[config.mk]
export PLATFORM = sky130hd
export DESIGN_NAME = ms_alu_ctrl_flat
export DESIGN_NICKNAME = d
export VERILOG_FILES = /design/src/rtl/ms_alu_pkg.sv /design/src/rtl/ms_alu_ctrl_if.sv /design/src/rtl/ms_alu_ctrl.sv /design/src/flat_wrapper.sv
export SDC_FILE = /design/constraint.sdc
export NUM_CORES = 1
export LEC_CHECK = 0
export ABC_AREA = 1
export CAP_MARGIN = 10
export CORE_MARGIN = 2
export CORE_UTILIZATION = 48
export CTS_BUF_LIST = sky130_fd_sc_hd__clkbuf_8
export DETAILED_ROUTE_END_ITERATION = 10
export PLACE_DENSITY_LB_ADDON = 0.08
export RECOVER_POWER = 50
export REMOVE_ABC_BUFFERS = 1
export SLEW_MARGIN = 20
export SYNTH_ARGS = -nofsm -noshare
export SYNTH_HDL_FRONTEND = slang
export SYNTH_SLANG_ARGS = --single-unit
[constraint.sdc]
create_clock -name CLKb -period 1.83 [get_ports CLKb]
set_clock_uncertainty 0.2 [all_clocks]
set_input_delay 0.366 -clock CLKb [delete_from_list [all_inputs] [get_ports CLKb]]
set_output_delay 0.366 -clock CLKb [all_outputs]
set_load 0.02 [all_outputs]
[src/rtl/ms_alu_pkg.sv]
// ms_alu_pkg: FN codes, sequencer states and default width shared by the controller and the ALU
package ms_alu_pkg;
  localparam int DEF_WIDTH = 10;
  localparam logic [2:0] FN_ADD = 3'b000;
  localparam logic [2:0] FN_SUB = 3'b001;
  localparam logic [2:0] FN_INV = 3'b010;
  localparam logic [2:0] FN_AND = 3'b011;
  localparam logic [2:0] FN_OR  = 3'b100;
  localparam logic [2:0] FN_XOR = 3'b101;
  typedef enum logic [2:0] {IDLE, LOADA, EXEC, OUTG, CAPT} state_e;
  function automatic logic fn_legal(input logic [2:0] f);
    return f <= FN_XOR;
  endfunction
endpackage

[src/rtl/ms_alu_ctrl_if.sv]
// ms_alu_ctrl_if: front-end request/result bus plus ALU strobe bus of the sequencer
// MS_ALU_CTRL_STATUS_EN adds the Zero/Neg result flags.
interface ms_alu_ctrl_if import ms_alu_pkg::*; #(parameter int WIDTH = DEF_WIDTH) ();
  logic Start, Busy, Done, Err, Ain, Gin, Gout;
  logic [2:0] FNin, FN;
  logic [WIDTH-1:0] OpA, OpB, Res, OP, Q;
`ifdef MS_ALU_CTRL_STATUS_EN
  logic Zero, Neg;
  modport master (output Start, FNin, OpA, OpB, Q,
                  input Busy, Done, Err, Res, OP, FN, Ain, Gin, Gout, Zero, Neg);
  modport slave (input Start, FNin, OpA, OpB, Q,
                 output Busy, Done, Err, Res, OP, FN, Ain, Gin, Gout, Zero, Neg);
`else
  modport master (output Start, FNin, OpA, OpB, Q,
                  input Busy, Done, Err, Res, OP, FN, Ain, Gin, Gout);
  modport slave (input Start, FNin, OpA, OpB, Q,
                 output Busy, Done, Err, Res, OP, FN, Ain, Gin, Gout);
`endif
endinterface

[src/rtl/ms_alu_ctrl.sv]
// ms_alu_ctrl: sequences one ALU operation per Start through load/execute/output strobes, all on CLKb falling edges
// MS_ALU_CTRL_STATUS_EN adds registered Zero/Neg flags of the captured result.
module ms_alu_ctrl import ms_alu_pkg::*; #(
  parameter int WIDTH = DEF_WIDTH
) (
  input logic CLKb,
  input logic Rst,
  ms_alu_ctrl_if.slave bus
);
  state_e state_q, state_d;
  logic [2:0] code_q, code_d, fn_q, fn_d;
  logic [WIDTH-1:0] opb_q, opb_d, op_q, op_d, res_q, res_d;
  logic ain_q, ain_d, gin_q, gin_d, gout_q, gout_d;
  logic busy_q, busy_d, done_q, done_d, err_q, err_d;
`ifdef MS_ALU_CTRL_STATUS_EN
  logic zero_q, zero_d, neg_q, neg_d;
`endif
  // Outputs are computed for the state being entered, so every strobe is a clean register output.
  always_comb begin
    state_d = state_q;
    code_d = code_q;
    opb_d = opb_q;
    op_d = op_q;
    fn_d = fn_q;
    res_d = res_q;
    ain_d = 1'b0;
    gin_d = 1'b0;
    gout_d = 1'b0;
    busy_d = busy_q;
    done_d = 1'b0;
    err_d = 1'b0;
`ifdef MS_ALU_CTRL_STATUS_EN
    zero_d = zero_q;
    neg_d = neg_q;
`endif
    case (state_q)
      IDLE: if (bus.Start) begin
        code_d = bus.FNin;
        opb_d = bus.OpB;
        if (!fn_legal(bus.FNin)) begin
          done_d = 1'b1;
          err_d = 1'b1;
        end else if (bus.FNin == FN_INV) begin
          state_d = EXEC;
          op_d = bus.OpB;
          fn_d = bus.FNin;
          gin_d = 1'b1;
          busy_d = 1'b1;
        end else begin
          state_d = LOADA;
          op_d = bus.OpA;
          ain_d = 1'b1;
          busy_d = 1'b1;
        end
      end
      LOADA: begin
        state_d = EXEC;
        op_d = opb_q;
        fn_d = code_q;
        gin_d = 1'b1;
      end
      EXEC: begin
        state_d = OUTG;
        gout_d = 1'b1;
      end
      OUTG: state_d = CAPT;
      CAPT: begin
        state_d = IDLE;
        res_d = bus.Q;
        done_d = 1'b1;
        busy_d = 1'b0;
`ifdef MS_ALU_CTRL_STATUS_EN
        zero_d = bus.Q == '0;
        neg_d = bus.Q[WIDTH-1];
`endif
      end
      default: state_d = IDLE;
    endcase
  end
  always_ff @(negedge CLKb) begin
    if (Rst) begin
      state_q <= IDLE;
      code_q <= '0;
      opb_q <= '0;
      op_q <= '0;
      fn_q <= '0;
      res_q <= '0;
      ain_q <= 1'b0;
      gin_q <= 1'b0;
      gout_q <= 1'b0;
      busy_q <= 1'b0;
      done_q <= 1'b0;
      err_q <= 1'b0;
`ifdef MS_ALU_CTRL_STATUS_EN
      zero_q <= 1'b0;
      neg_q <= 1'b0;
`endif
    end else begin
      state_q <= state_d;
      code_q <= code_d;
      opb_q <= opb_d;
      op_q <= op_d;
      fn_q <= fn_d;
      res_q <= res_d;
      ain_q <= ain_d;
      gin_q <= gin_d;
      gout_q <= gout_d;
      busy_q <= busy_d;
      done_q <= done_d;
      err_q <= err_d;
`ifdef MS_ALU_CTRL_STATUS_EN
      zero_q <= zero_d;
      neg_q <= neg_d;
`endif
    end
  end
  assign bus.OP = op_q;
  assign bus.FN = fn_q;
  assign bus.Ain = ain_q;
  assign bus.Gin = gin_q;
  assign bus.Gout = gout_q;
  assign bus.Busy = busy_q;
  assign bus.Done = done_q;
  assign bus.Err = err_q;
  assign bus.Res = res_q;
`ifdef MS_ALU_CTRL_STATUS_EN
  assign bus.Zero = zero_q;
  assign bus.Neg = neg_q;
`endif
endmodule
[src/flat_wrapper.sv]
// flat-port wrapper written by rule: the top's interface ports become plain ports
module ms_alu_ctrl_flat import ms_alu_pkg::*;
#(
  parameter int WIDTH = DEF_WIDTH
)
  (CLKb, Rst, bus_Start, bus_FNin, bus_OpA, bus_OpB, bus_Q, bus_Busy, bus_Done, bus_Err, bus_Res, bus_OP, bus_FN, bus_Ain, bus_Gin, bus_Gout);
  ms_alu_ctrl_if #(.WIDTH(WIDTH)) bus_i ();
  input logic CLKb;
  input logic Rst;
  input wire logic [$bits(bus_i.Start)-1:0] bus_Start;
  input wire logic [$bits(bus_i.FNin)-1:0] bus_FNin;
  input wire logic [$bits(bus_i.OpA)-1:0] bus_OpA;
  input wire logic [$bits(bus_i.OpB)-1:0] bus_OpB;
  input wire logic [$bits(bus_i.Q)-1:0] bus_Q;
  output wire logic [$bits(bus_i.Busy)-1:0] bus_Busy;
  output wire logic [$bits(bus_i.Done)-1:0] bus_Done;
  output wire logic [$bits(bus_i.Err)-1:0] bus_Err;
  output wire logic [$bits(bus_i.Res)-1:0] bus_Res;
  output wire logic [$bits(bus_i.OP)-1:0] bus_OP;
  output wire logic [$bits(bus_i.FN)-1:0] bus_FN;
  output wire logic [$bits(bus_i.Ain)-1:0] bus_Ain;
  output wire logic [$bits(bus_i.Gin)-1:0] bus_Gin;
  output wire logic [$bits(bus_i.Gout)-1:0] bus_Gout;
  assign bus_i.Start = bus_Start;
  assign bus_i.FNin = bus_FNin;
  assign bus_i.OpA = bus_OpA;
  assign bus_i.OpB = bus_OpB;
  assign bus_i.Q = bus_Q;
  assign bus_Busy = bus_i.Busy;
  assign bus_Done = bus_i.Done;
  assign bus_Err = bus_i.Err;
  assign bus_Res = bus_i.Res;
  assign bus_OP = bus_i.OP;
  assign bus_FN = bus_i.FN;
  assign bus_Ain = bus_i.Ain;
  assign bus_Gin = bus_i.Gin;
  assign bus_Gout = bus_i.Gout;
  ms_alu_ctrl #(.WIDTH(WIDTH)) u_core (.CLKb(CLKb), .Rst(Rst), .bus(bus_i));
endmodule
==> results of run 1 <==
==> kinds of logic after synthesis <==
kind of cell           synth area share, %
buffers and inverters                 12.0
AOI/OAI and AO/OA                     7.22
DFF                                   43.0
and+or+nand+nor                       37.8
==> repair_timing <==
item                       4_1_cts
pin swaps                       33
setup buffers                    9
setup endpoints to repair       74
gates resized for setup        337
cloned                           8
==> synthesized netlist by cell type <==
| master | instances |
|---|---|
| buf_6 | 2 |
| nor2_4 | 1 |
| nor4_1 | 1 |
| nand3_2 | 1 |
| nor2_1 | 62 |
| clkbuf_1 | 6 |
| inv_2 | 3 |
| o21ai_0 | 12 |
| nor3_1 | 2 |
| nand4_1 | 10 |
| buf_4 | 2 |
| nand3_1 | 19 |
| inv_1 | 40 |
| nand2_2 | 3 |
| a21oi_1 | 17 |
| a31oi_1 | 1 |
| dfxtp_1 | 45 |
| buf_2 | 6 |
| nand2_1 | 92 |
==> stage by stage <==
stage / hold WS (ns) / area, µm²
floorplan: 0.239 / 2010
global placement: 0.250 / 2960
detailed placement: 0.255 / 2960
CTS: 0.257 / 3890
==> out/results.tsv, run 1 <==
metric	value	unit
synth.largest_area_cell	dfxtp_1	
synth-seq-cells	45	
ys.warnings.count	0	
cts_inserted_buffers	5	
post-place-ws	-1.06	ns
cts_num_sinks	45	
synth_top_area_share	43.0	%
error	[ERROR DPL-0038] Utilization greater than 100%, impossible to legalize	
htreeDepth	2	
haltStage	5_1_grt	
fp-row-count	24	
crit_endpoint	bus_OP[4]	
netlist_instances	325	
synth_seq_area_share	43.0	%
ys_types	19	
routabilityCongestion	0.814	
status	aborted with a tool error	
syn_area_per_cell	6.45	µm²
place_inst	451	
portBuffers	64	
cts_hold_buf	0	
ctsRootBufferMaster	clkbuf_8	
start_util	49.1	%
synthTopCellsByArea	dfxtp_1 43%, nand2_1 16%, nor2_1 11%	
worst_endpoint_kind	output port	
die_w	70.1	µm
syn-cell-area	2100	µm²
die_height	70.1	µm
grt_max_degree	14	
dp_hpwl	4020	µm
io-pin-count	65	
clockBufferDepth	2	
==> inputs of run 2 (changes only) <==
Settings changed: CORE_UTILIZATION 48 to 40, CTS_BUF_LIST sky130_fd_sc_hd__clkbuf_8 to not set, PLACE_DENSITY_LB_ADDON 0.08 to 0.15.
==> run 2 against run 1 <==
Compared with the run above:
- area after synthesis did not move
- the flow now finishes, with violations (setup timing)
- synthesized cell count did not move
==> out/results.tsv, run 2 <==
metric	value	unit	change
clockPowerShare	31.4	%	
start_util	41.3	%	-7.9 points
final_common_cell	inv_1		
drv_cap	0		
hp-class	flip-flop to flip-flop		
multiInputGateArea	1360	µm²	
worst_slack	-0.529	ns	
fillers	300		
vdd_drop_max	0.000514	V	
worstSetupPathType	flip-flop to output pin		
p_comb_share	37.1	%	
relSlewSlack	75.7	%	
netlist_instances	325		unchanged
grt_pass1_wl	12300	µm	
synth_seq_area_share	43.0	%	unchanged
core	5070	µm²	
drt_pass1_iterations	5		
ant_nets	0		
synth-async-reset-ratio	0	%	unchanged
wl_met3	667	µm	
power_density	928	nW/µm²	
r2r_start	u_core.state_q[1]$_SDFFE_NP0P_		
mostFrequentLayoutCells	80 x inv_1, 59 x nor2_1, 52 x nand2_1, 33 x buf_6, 29 x dfxtp_2		
drv_slew	0		
ys.flop_type	dfxtp_1		
synthTopCellsByArea	dfxtp_1 43%, nand2_1 16%, nor2_1 11%		
clk_pin_slew	0.07	ns	
grt_usage	26.9	%	
ys_types	19		unchanged
syn-cell-area	2100	µm²	unchanged
cpLargestDelayFamily	flip-flops		
drt-initial-drc-count	233		
dp_hpwl	3910	µm	-2.6%
die_w	76.4	µm	+9.0%
ctsRootBufferMaster	clkbuf_8		
power	3800	µW	
p_leak	0.00214	µW	
die-area	5830	µm²	
die_height	76.4	µm	+9.0%
critPathRequiredTime	1.26	ns	
cp_slowest_cell	dfxtp_2		
tightest_slew	0.364	ns	
holdCritStartpoint	u_core.code_q[0]$_SDFFE_NP0P_		
cts_num_sinks	45		unchanged
cts_tree	yes		
antenna_found_initial	0		
route.detailed.drc	0		
cpPeakStageDelay	0.36	ns	
post-route-util	80.6	%	
fin_nets	506		
whs	0.269	ns	
avgRoutedWirePerCell	16.8	µm	
clockBufferDepth	2		unchanged
htreeDepth	2		unchanged
grt_max_degree	21		
critPathArrivalTime	1.79	ns	
hold_viol	0		
synthTopCellsByCount	92 x nand2_1, 62 x nor2_1, 45 x dfxtp_1		
synth-edff-count	0		unchanged
p_int	2280	µW	
synth.largest_area_cell	dfxtp_1		
routabilityCongestion	0.849		+4.2%
path_max_fanout	2		
crit_chain	buf_6		
regToRegEndpoint	u_core.bus.OP[3]$_SDFFE_NP0P_		
clock_latency	0.39	ns	
swShare	39.9	%	
start_kind	flip-flop		
rrSetupSlack	-0.17	ns	
synth_top_area_share	43.0	%	unchanged
cts_inserted_buffers	5		unchanged
synth-seq-cells	45		unchanged
reg2regPathDepth	7		
wirelength	9080	µm	
synthToLayoutAreaGrowth	95.2	%	
wl_met2	4400	µm	
seqPwrFrac	31.5	%	
path_buf_inv	1		
num_vias	2819		
cp-end-kind	output pin		
fp-row-count	26		+8.3%
grt_pass1_vias	2554		
regArea	937	µm²	
violations	setup timing		
hold_depth	2		
setup_violations	63		
drive_above_1_share	41.6	%	
status	finished, violations left		
dr.max_layer_used	met4		
holdPathEnd	u_core.code_q[0]$_SDFFE_NP0P_		
placed_area	3000	µm²	+1.4%
yosysMostFrequentCell	nand2_1		
avgViaCountPerCell	5.23		
drt-met1-wl	3510	µm	
io-pin-count	65		unchanged
rsz0062_at_grt	true		
fin_area	4090	µm²	
ys.warnings.count	0		unchanged
syn_area_per_cell	6.45	µm²	unchanged
p_switching	1520	µW	
diodes	0		
grt_overflow	0		
cts_hold_buf	0		unchanged
portBuffers	64		unchanged
## run 2: cell counts after synthesis
No cell type changed its count.
## run 2: worst max-delay path by stage
stage	start	endpoint	cells after the start
after floorplan	bus_FNin[0]	u_core.bus.FN[0]$_SDFFE_NP0P_	7
final	u_core.bus.OP[5]$_SDFFE_NP0P_	bus_OP[5]	1
after global placement	bus_FNin[1]	u_core.bus.OP[3]$_SDFFE_NP0P_	9
after detailed placement	bus_FNin[1]	u_core.bus.FN[2]$_SDFFE_NP0P_	8
after global routing	u_core.bus.OP[5]$_SDFFE_NP0P_	bus_OP[5]	1
after CTS	u_core.bus.OP[8]$_SDFFE_NP0P_	bus_OP[8]	1
## run 2: cells by family (layout without fill, tap and decap cells)
family,Yosys count,count (layout),synth area share (%)
simple gates,191,191,37.8
buf+inv,59,203,12.0
flops,45,45,43.0
compound gates,30,30,7.22
## run 2: cell type report
cell class	instances	share of cell area (%)
clock inverters	46	4.86
clock buffers	5	1.68
inverters	42	4.31
well taps	70	2.14
repair buffers	110	30.8
multi-input cells	221	33.3
flip-flops and latches	45	22.9
## run 2: power by group through the flow
| stage | logic (µW) | registers, µW | clock network, µW |
|---|---|---|---|
| after global routing | 1480 | 1200 | 1350 |
| after global placement | 910 | 1160 | 153 |
| after floorplan | 373 | 1250 | 153 |
| final | 1410 | 1200 | 1190 |
| after CTS | 1170 | 1190 | 1140 |
| after detailed placement | 918 | 1170 | 153 |
## run 2: layer usage
metal | GRT usage (%) | up-vias
li1 | - | 1291
met1 | 30.6 | 1305
met2 | 44.8 | 168
met3 | 8.77 | 55
met4 | 14.2 | 0
met5 | 0 | -
## run 2: timing repair
action                                 4_1_cts  5_1_grt
pin swaps                                   25       33
setup buffers                                5       13
gates cloned                                 6        0
setup endpoints to repair                   74       66
gates resized for setup                    317       71
endpoints found under the hold margin        0        0
## run 2: metrics by stage
step / std cells / setup TNS (ns) / setup slack [ns]
6_report: 539 / -18.79 / -0.529
5_1_grt: 539 / -19.75 / -0.565
4_1_cts: 529 / -16.67 / -0.480
3_5_place_dp: 468 / -53.92 / -1.09
3_3_place_gp: 468 / -52.40 / -1.02
2_1_floorplan: 309 / -16.22 / -0.617
(Power assumes the default switching activity.)
==> inputs of run 3 (changes only) <==
Settings changed: CAP_MARGIN 10 to 5, CORE_AREA set to 2 2 63 65, CORE_MARGIN 2 to not set, CORE_UTILIZATION 40 to not set, DIE_AREA set to 0 0 65 67, DONT_BUFFER_PORTS set to 1.
==> run 3 against run 2 <==
Compared with the run above:
- the flow still finishes with violations (setup timing)
- largest cell class unchanged
- wire length is 36% lower
- highest routed layer unchanged
- critical path type unchanged
- worst setup slack gained 0.12 ns
- critical endpoint is now bus_Res[0]
- final area fell by 31%
==> out/results.tsv, run 3 (same netlist as run 2, synthesis figures left out) <==
metric	value	unit	change
drive_above_1_share	25.1	%	-17 points
ant_nets	0		unchanged
avgViaCountPerCell	5.06		-3.3%
die-area	4360	µm²	-25%
clock_latency	0.38	ns	about the same
core	3610	µm²	-29%
routabilityCongestion	0.852		+0.42%
rsz0062_at_grt	true		
status	finished, violations left		
power	2950	µW	-22%
dp_hpwl	3560	µm	-8.9%
num_vias	2199		-22%
start_util	58.1	%	+17 points
die_w	65	µm	-15%
drv_cap	0		unchanged
critPathRequiredTime	1.26	ns	about the same
portBuffers	0		-100%
path_max_fanout	2		unchanged
relSlewSlack	60.1	%	-16 points
cts_tree	yes		
ctsRootBufferMaster	clkbuf_8		
diodes	0		unchanged
htreeDepth	2		unchanged
final_common_cell	inv_1		
whs	0.260	ns	-0.00916 ns
fin_nets	422		-17%
grt_pass1_wl	9030	µm	-27%
start_kind	flip-flop		
synthToLayoutAreaGrowth	33.7	%	
hold_viol	0		unchanged
die_height	67	µm	-12%
cp-end-kind	output pin		
route.detailed.drc	0		unchanged
antenna_found_initial	0		unchanged
grt_overflow	0		unchanged
drt-initial-drc-count	157		-33%
vdd_drop_max	0.000655	V	+27%
clk_pin_slew	0.05	ns	-0.02 ns
tightest_slew	0.598	ns	+0.233 ns
worstSetupPathType	flip-flop to output pin		
hp-class	flip-flop to flip-flop		
avgRoutedWirePerCell	13.5	µm	-20%
mostFrequentLayoutCells	81 x inv_1, 78 x nand2_1, 58 x nor2_1, 29 x dfxtp_4, 17 x buf_4		
post-place-ws	-0.512	ns	+0.575 ns
clockBufferDepth	2		unchanged
p_leak	0.00148	µW	-31%
violations	setup timing		
cts_num_sinks	45		unchanged
wirelength	5860	µm	-36%
drv_slew	0		unchanged
grt_pass1_vias	2184		-14%
drt_pass1_iterations	4		-1
setup_violations	41		-35%
worst_slack	-0.405	ns	+0.124 ns
grt_max_degree	22		+4.8%
fp-row-count	22		-15%
grt_usage	27.3	%	+0.39 points
io-pin-count	65		unchanged
cts_hold_buf	0		unchanged
critPathArrivalTime	1.67	ns	-0.12 ns
power_density	1050	nW/µm²	+13%
cts_inserted_buffers	5		unchanged
## run 3: cell count changes in the layout (fill, tap and decap cells not counted), moves of 14 or more
cell             change
a21oi_1             +15
a21oi_2             -14
buf_6               -27
clkdlybuf4s50_1     -18
dfxtp_2             -29
dfxtp_4             +29
nand2_1             +26
nand2_4             -17
## run 3: where the power goes
part / switching, µW / total [µW] / internal [µW]
clock: 637 / 1030 / 398
sequential: 152 / 1260 / 1100
combinational: 391 / 655 / 265
## run 3: worst paths after layout
| path | start | slack [ns] | cells past startpoint | to |
|---|---|---|---|---|
| hold / removal | u_core.opb_q[4]$_SDFFE_NP0P_ | 0.26 | 2 | u_core.opb_q[4]$_SDFFE_NP0P_ |
| setup reg to reg | u_core.state_q[2]$_SDFFE_NP0P_ | -0.02 | 6 | u_core.bus.Res[8]$_SDFFE_NP0N_ |
| setup / recovery | u_core.bus.Res[0]$_SDFFE_NP0N_ | -0.40 | 0 | bus_Res[0] |
| hold reg to reg | u_core.opb_q[4]$_SDFFE_NP0P_ | 0.26 | 2 | u_core.opb_q[4]$_SDFFE_NP0P_ |
## run 3: routing by layer
| layer | up-vias | GRT usage [%] | wire [µm] |
|---|---|---|---|
| li1 | 1122 | - | - |
| met3 | 11 | 13.0 | 470 |
| met5 | - | 0 | 0 |
| met1 | 994 | 29.2 | 2320 |
| met4 | 0 | 14.6 | 102 |
| met2 | 72 | 44.5 | 2960 |
## run 3: layout make-up
| type | count | area, µm² |
|---|---|---|
| fill | 280 | 803 |
| multi-input combinational | 221 | 1060 |
| tap | 48 | 60.1 |
| inverter | 42 | 186 |
| clock inverter | 48 | 189 |
| clock buffer | 5 | 68.8 |
| timing repair buffer | 26 | 226 |
| sequential | 45 | 1010 |
## run 3: what timing repair did
action | 4_1_cts | 5_1_grt
resized for setup | 87 | 21
gates cloned | 0 | 0
setup endpoints to repair | 43 | 44
endpoints found under the hold margin | 0 | 0
setup buffers | 1 | 0
pin swaps | 15 | 21
## run 3: per-stage QoR
step | utilization [%] | instances | cell area, µm² | TNS [ns]
floorplan | - | 309 | 2010 | -16.22
global placement | 63.2 | 382 | 2280 | -13.14
detailed placement | 63.2 | 382 | 2280 | -13.91
CTS | 76.1 | 435 | 2740 | -11.54
global route | 77.7 | 435 | 2800 | -14.39
finish | 77.7 | 435 | 2800 | -11.54
